$ cat src/rtl/priority_encoder_stream.sv
// Registered priority encoder with valid/ready streams on both sides.
// Run-time MSB-first, LSB-first or round-robin priority; all-zero inputs are flagged.
module priority_encoder_stream #(
  parameter int DATA_WIDTH  = 32,
  parameter int INDEX_WIDTH = 5
) (
  input  logic                   Clock_In,
  input  logic                   Reset_n_In,
  input  logic                   Enable_In,
  input  logic [1:0]             Mode_In,
  input  logic [DATA_WIDTH-1:0]  Data_In,
  input  logic                   Data_Valid_In,
  output logic                   Data_Ready_Out,
  output logic [INDEX_WIDTH-1:0] Encoded_Value_Out,
  output logic                   No_Match_Out,
  output logic                   Encoded_Valid_Out,
  input  logic                   Encoded_Ready_In
);

  typedef enum logic [1:0] {
    MODE_MSB     = 2'b00,
    MODE_LSB     = 2'b01,
    MODE_RR      = 2'b10,
    MODE_MSB_ALT = 2'b11
  } mode_e;

  mode_e                   mode;
  logic                    accept;
  logic [INDEX_WIDTH-1:0]  rr_ptr;
  logic [DATA_WIDTH-1:0]   rr_mask;
  logic [DATA_WIDTH-1:0]   rr_masked;
  logic [INDEX_WIDTH-1:0]  rr_winner;
  logic [INDEX_WIDTH-1:0]  winner;
  logic [INDEX_WIDTH-1:0]  rr_next;
  logic                    no_match;

  function automatic logic [INDEX_WIDTH-1:0] lowest_set(input logic [DATA_WIDTH-1:0] vec);
    lowest_set = '0;
    for (int i = DATA_WIDTH - 1; i >= 0; i--) begin
      if (vec[i]) lowest_set = INDEX_WIDTH'(i);
    end
  endfunction

  function automatic logic [INDEX_WIDTH-1:0] highest_set(input logic [DATA_WIDTH-1:0] vec);
    highest_set = '0;
    for (int i = 0; i < DATA_WIDTH; i++) begin
      if (vec[i]) highest_set = INDEX_WIDTH'(i);
    end
  endfunction

  assign mode           = mode_e'(Mode_In);
  assign Data_Ready_Out = Enable_In && (!Encoded_Valid_Out || Encoded_Ready_In);
  assign accept         = Data_Valid_In && Data_Ready_Out;
  assign no_match       = ~|Data_In;

  // Round-robin: lowest set bit at or above the pointer, else wrap to the lowest set bit overall.
  always_comb begin
    // NOTE: every combinational output gets a default before any branch, so no latch is inferred.
    rr_mask = '0;
    for (int i = 0; i < DATA_WIDTH; i++) begin
      rr_mask[i] = (INDEX_WIDTH'(i) >= rr_ptr);
    end
    rr_masked = Data_In & rr_mask;
    rr_winner = (|rr_masked) ? lowest_set(rr_masked) : lowest_set(Data_In);
  end

  always_comb begin
    winner = '0;
    case (mode)
      MODE_LSB: winner = lowest_set(Data_In);
      MODE_RR:  winner = rr_winner;
      default:  winner = highest_set(Data_In);
    endcase
    rr_next = (winner == INDEX_WIDTH'(DATA_WIDTH - 1)) ? '0 : winner + 1'b1;
  end

  always_ff @(posedge Clock_In or negedge Reset_n_In) begin
    if (!Reset_n_In) begin
      // NOTE: sequential state is updated with non-blocking assignments so every register samples pre-edge values.
      Encoded_Value_Out <= '0;
      No_Match_Out      <= 1'b0;
      Encoded_Valid_Out <= 1'b0;
      rr_ptr            <= '0;
    end else begin
      if (accept) begin
        Encoded_Value_Out <= no_match ? '0 : winner;
        No_Match_Out      <= no_match;
        Encoded_Valid_Out <= 1'b1;
        if (mode == MODE_RR && !no_match) rr_ptr <= rr_next;
      end else if (Encoded_Valid_Out && Encoded_Ready_In) begin
        Encoded_Valid_Out <= 1'b0;
      end
    end
  end

endmodule

$ cat config.mk
export PLATFORM = sky130hd
export DESIGN_NAME = priority_encoder_stream
export DESIGN_NICKNAME = d
export VERILOG_FILES = /design/src/rtl/priority_encoder_stream.sv
export SDC_FILE = /design/constraint.sdc
export NUM_CORES = 1
export LEC_CHECK = 0
export ABC_CLOCK_PERIOD_IN_PS = 4600
export BUFFER_PORTS_ARGS = -buffer_cell sky130_fd_sc_hd__buf_4
export CORE_MARGIN = 2
export CORE_UTILIZATION = 57
export DETAILED_ROUTE_END_ITERATION = 8
export GPL_TIMING_DRIVEN = 0
export PLACE_DENSITY = 0.82
export SLEW_MARGIN = 20
export SYNTH_ARGS = -nofsm -noshare
export SYNTH_HDL_FRONTEND = slang
export SYNTH_SLANG_ARGS = --single-unit
$ cat constraint.sdc
create_clock -name Clock_In -period 4.6 [get_ports Clock_In]
set_clock_uncertainty 0.2 [all_clocks]
set_input_delay 0.23 -clock Clock_In [delete_from_list [all_inputs] [get_ports Clock_In]]
set_output_delay 0.23 -clock Clock_In [all_outputs]
set_load 0.01 [all_outputs]
==> qor.txt <==
Reg2Reg Depth = 15
fmax = 0.2466 GHz
row cnt = 23
port bufs = 44
Initial Utilization = 0.5912
postcts setup bufs = 0
first-pass GRT wire length = 12550 um
drt pass-1 iters = 7
Psw = 0.5285 mW
Placeable Area = 0.004000 mm2
global-route usage over all layers = 0.3589
area leader, netlist = dfrtp_1
vias = 3006
Crit Path Class = flop to flop
top-count cell post-synth = nand2_1
IO Count = 47
sink of the worst hold path = Encoded_Valid_Out
sw frac = 0.5055
Post-Route WL = 8395 um
outcome = complete, no violations
CP arrival = 3980 ps
WHS Path Cells = 3
Slew Viols, Final = 0
clock transition at the registers of the reported paths = 50 ps
largest net degree at the start of global routing = 13
# diodes = 0
Die H = 68.41 um
clock network fraction of total power = 0.111
post-synthesis cell count = 337
slew margin rel. = 0.2388
synthesized area per cell = 7.017 um2
CTS root buffer = clkbuf_8
WL/cell = 19.25 um
clk sinks = 12
Worst VDD drop = 0.0003133 V
CTS Hold Bufs = 1
Synth Register Bits = 12
Setup TNS = 0 ps
most frequent cells after synthesis = nand2_1, nor2_1, o21ai_0
CP Data Required Time = 4520 ps
r2r startpoint = rr_ptr[1]
number of global-route vias before repair = 2590
nets = 430
Clock Tree Buf Depth = 2
Final WS setup = 544.3 ps
Cell Pwr Density = 370.4 mW/mm2
final hold vios = 0
initial antenna violation count = 0
Worst setup startpoint = rr_ptr[1]
Worst-Margin Slew = 1113 ps
Placer Congestion = 0.9783
grt ovf = 0
min Tclk post-route = 4056 ps
Comb power frac = 0.734
FF-to-FF End = rr_ptr[3]
Reg power frac = 0.155
Placement Cell Area = 0.002758 mm2
Final ANT Viol Nets = 0
post-synthesis sequential area ratio = 0.1270
worst hold start = Encoded_Ready_In
Remaining DRCs = 0
element type at the critical path end = flop
Clock H-tree levels = 1
worst slack, placed = 555.5 ps
CP Max Fanout = 10
Tightest Hold Check Type = input pin to flop
RSZ-0062 raised after global routing = false
Synth area leaders = dfrtp_1, nand2_1, nor2_1
CTS-repair resized insts = 0
DR iter-0 viols = 311
number of synthesized flops with an enable pin = 0
Synthesized Nets = 380
die area = 0.004680 mm2
total CTS buffers = 3
Int Pwr = 0.5170 mW
Leak = 1.186 nW
Tcrit/Tclk final = 0.8817
HPWL Detailed = 6468 um
Area growth syn-to-layout = 19.37%
Via-to-Cell Ratio = 6.894
final setup fails = 0
Most used DFF post-synth = dfrtp_1
Power, Total = 1.046 mW
die width = 68.41 um
Distinct cells, synth = 75
mapped cell area = 0.002365 mm2
R2R setup slack = 540 ps
Synth Warn # = 0
proportion of layout cells with a drive suffix above 1 = 0.2280
fin area = 0.002823 mm2
clock latency on the worst-skew pair = 250 ps
Async SR Flop Fraction = 1.000
TritonCTS clock tree = done
max capacitance violation total = 0
CP startpoint kind = flop
post-synth top area share = 0.1270
==> stage by stage <==
stage,utilization,instances,hold WS (ps)
2_1_floorplan,-,337,-265.6
3_3_place_gp,0.6894,431,-128.1
3_5_place_dp,0.6894,431,-126.0
4_1_cts,0.7057,436,56.98
5_1_grt,0.7057,436,80.20
6_report,0.7057,436,58.83
==> flip-flops by register name, indices dropped and copies added, names as in the netlist <==
register,flops
Encoded_Value_Out,5
Encoded_Valid_Out,1
No_Match_Out,1
rr_ptr,5
==> kinds of logic after synthesis <==
| kind of cell | count (synthesis) | share of synthesized area |
|---|---|---|
| simple gates | 144 | 0.3185 |
| compound gates | 136 | 0.4206 |
| buf+inv | 37 | 0.09471 |
| flops | 12 | 0.1270 |
| fa+ha+maj | 4 | 0.02116 |
| mux | 3 | 0.01428 |
| xor+xnor | 1 | 0.003704 |
==> metal layers <==
layer / vias up / track usage / part of all wire
li1: 1402 / - / -
met1: 1393 / 0.4764 / 0.41
met2: 184 / 0.5721 / 0.47
met3: 27 / 0.04770 / 0.088
met4: 0 / 0.1675 / 0.035
met5: - / 0 / 0
==> area by class of cell <==
type,instances,area (um2)
well taps,50,62.56
fillers,353,1177
inverters,22,82.58
flip-flops and latches,12,300.3
clock buffers,4,55.05
repair buffers,45,340.3
multi-input cells,288,1841
plain buffers,15,141.4
==> cells in the final DEF, fill, tap and decap left out, types with 6 or more instances in the layout <==
cell	n
a211oi_1	6
dfrtp_1	12
a31oi_1	9
nor3_1	11
nand2b_1	6
nand3_1	10
inv_1	22
clkbuf_8	6
nand2_1	37
o31ai_1	7
o21ai_0	23
buf_4	49
a21oi_1	22
a21boi_0	9
nor2_1	31
nor4_1	8
==> worst max path at each step <==
stage | endpoint | slack, ps | cells after the start
after floorplan | rr_ptr[3] | 1070 | 14
after global placement | rr_ptr[3] | 630 | 13
after detailed placement | rr_ptr[3] | 560 | 13
after CTS | rr_ptr[3] | 630 | 15
after global routing | rr_ptr[3] | 370 | 15
final | rr_ptr[3] | 540 | 15
==> power groups by stage <==
| stage | registers [mW] | clock network (mW) | logic (mW) |
|---|---|---|---|
| global route | 0.163 | 0.120 | 0.812 |
| floorplan | 0.162 | 0 | 0.517 |
| detailed placement | 0.162 | 0 | 0.737 |
| global placement | 0.161 | 0 | 0.732 |
| CTS | 0.160 | 0.118 | 0.742 |
| finish | 0.162 | 0.116 | 0.768 |
==> critical path, stage by stage, from the launching register on <==
cell and delay (ps):
dfrtp_1 460, buf_6 180, buf_4 190, nand4_1 240, a2bb2oi_1 220, a2bb2oi_1 190
o21ai_1 100, a2111oi_0 570, a211oi_1 180, a221oi_4 380, ha_1 260, nor3b_1 220
ha_1 260, nor3b_1 70, nand4b_1 110, o211ai_2 100
(Power assumes the default switching activity.)
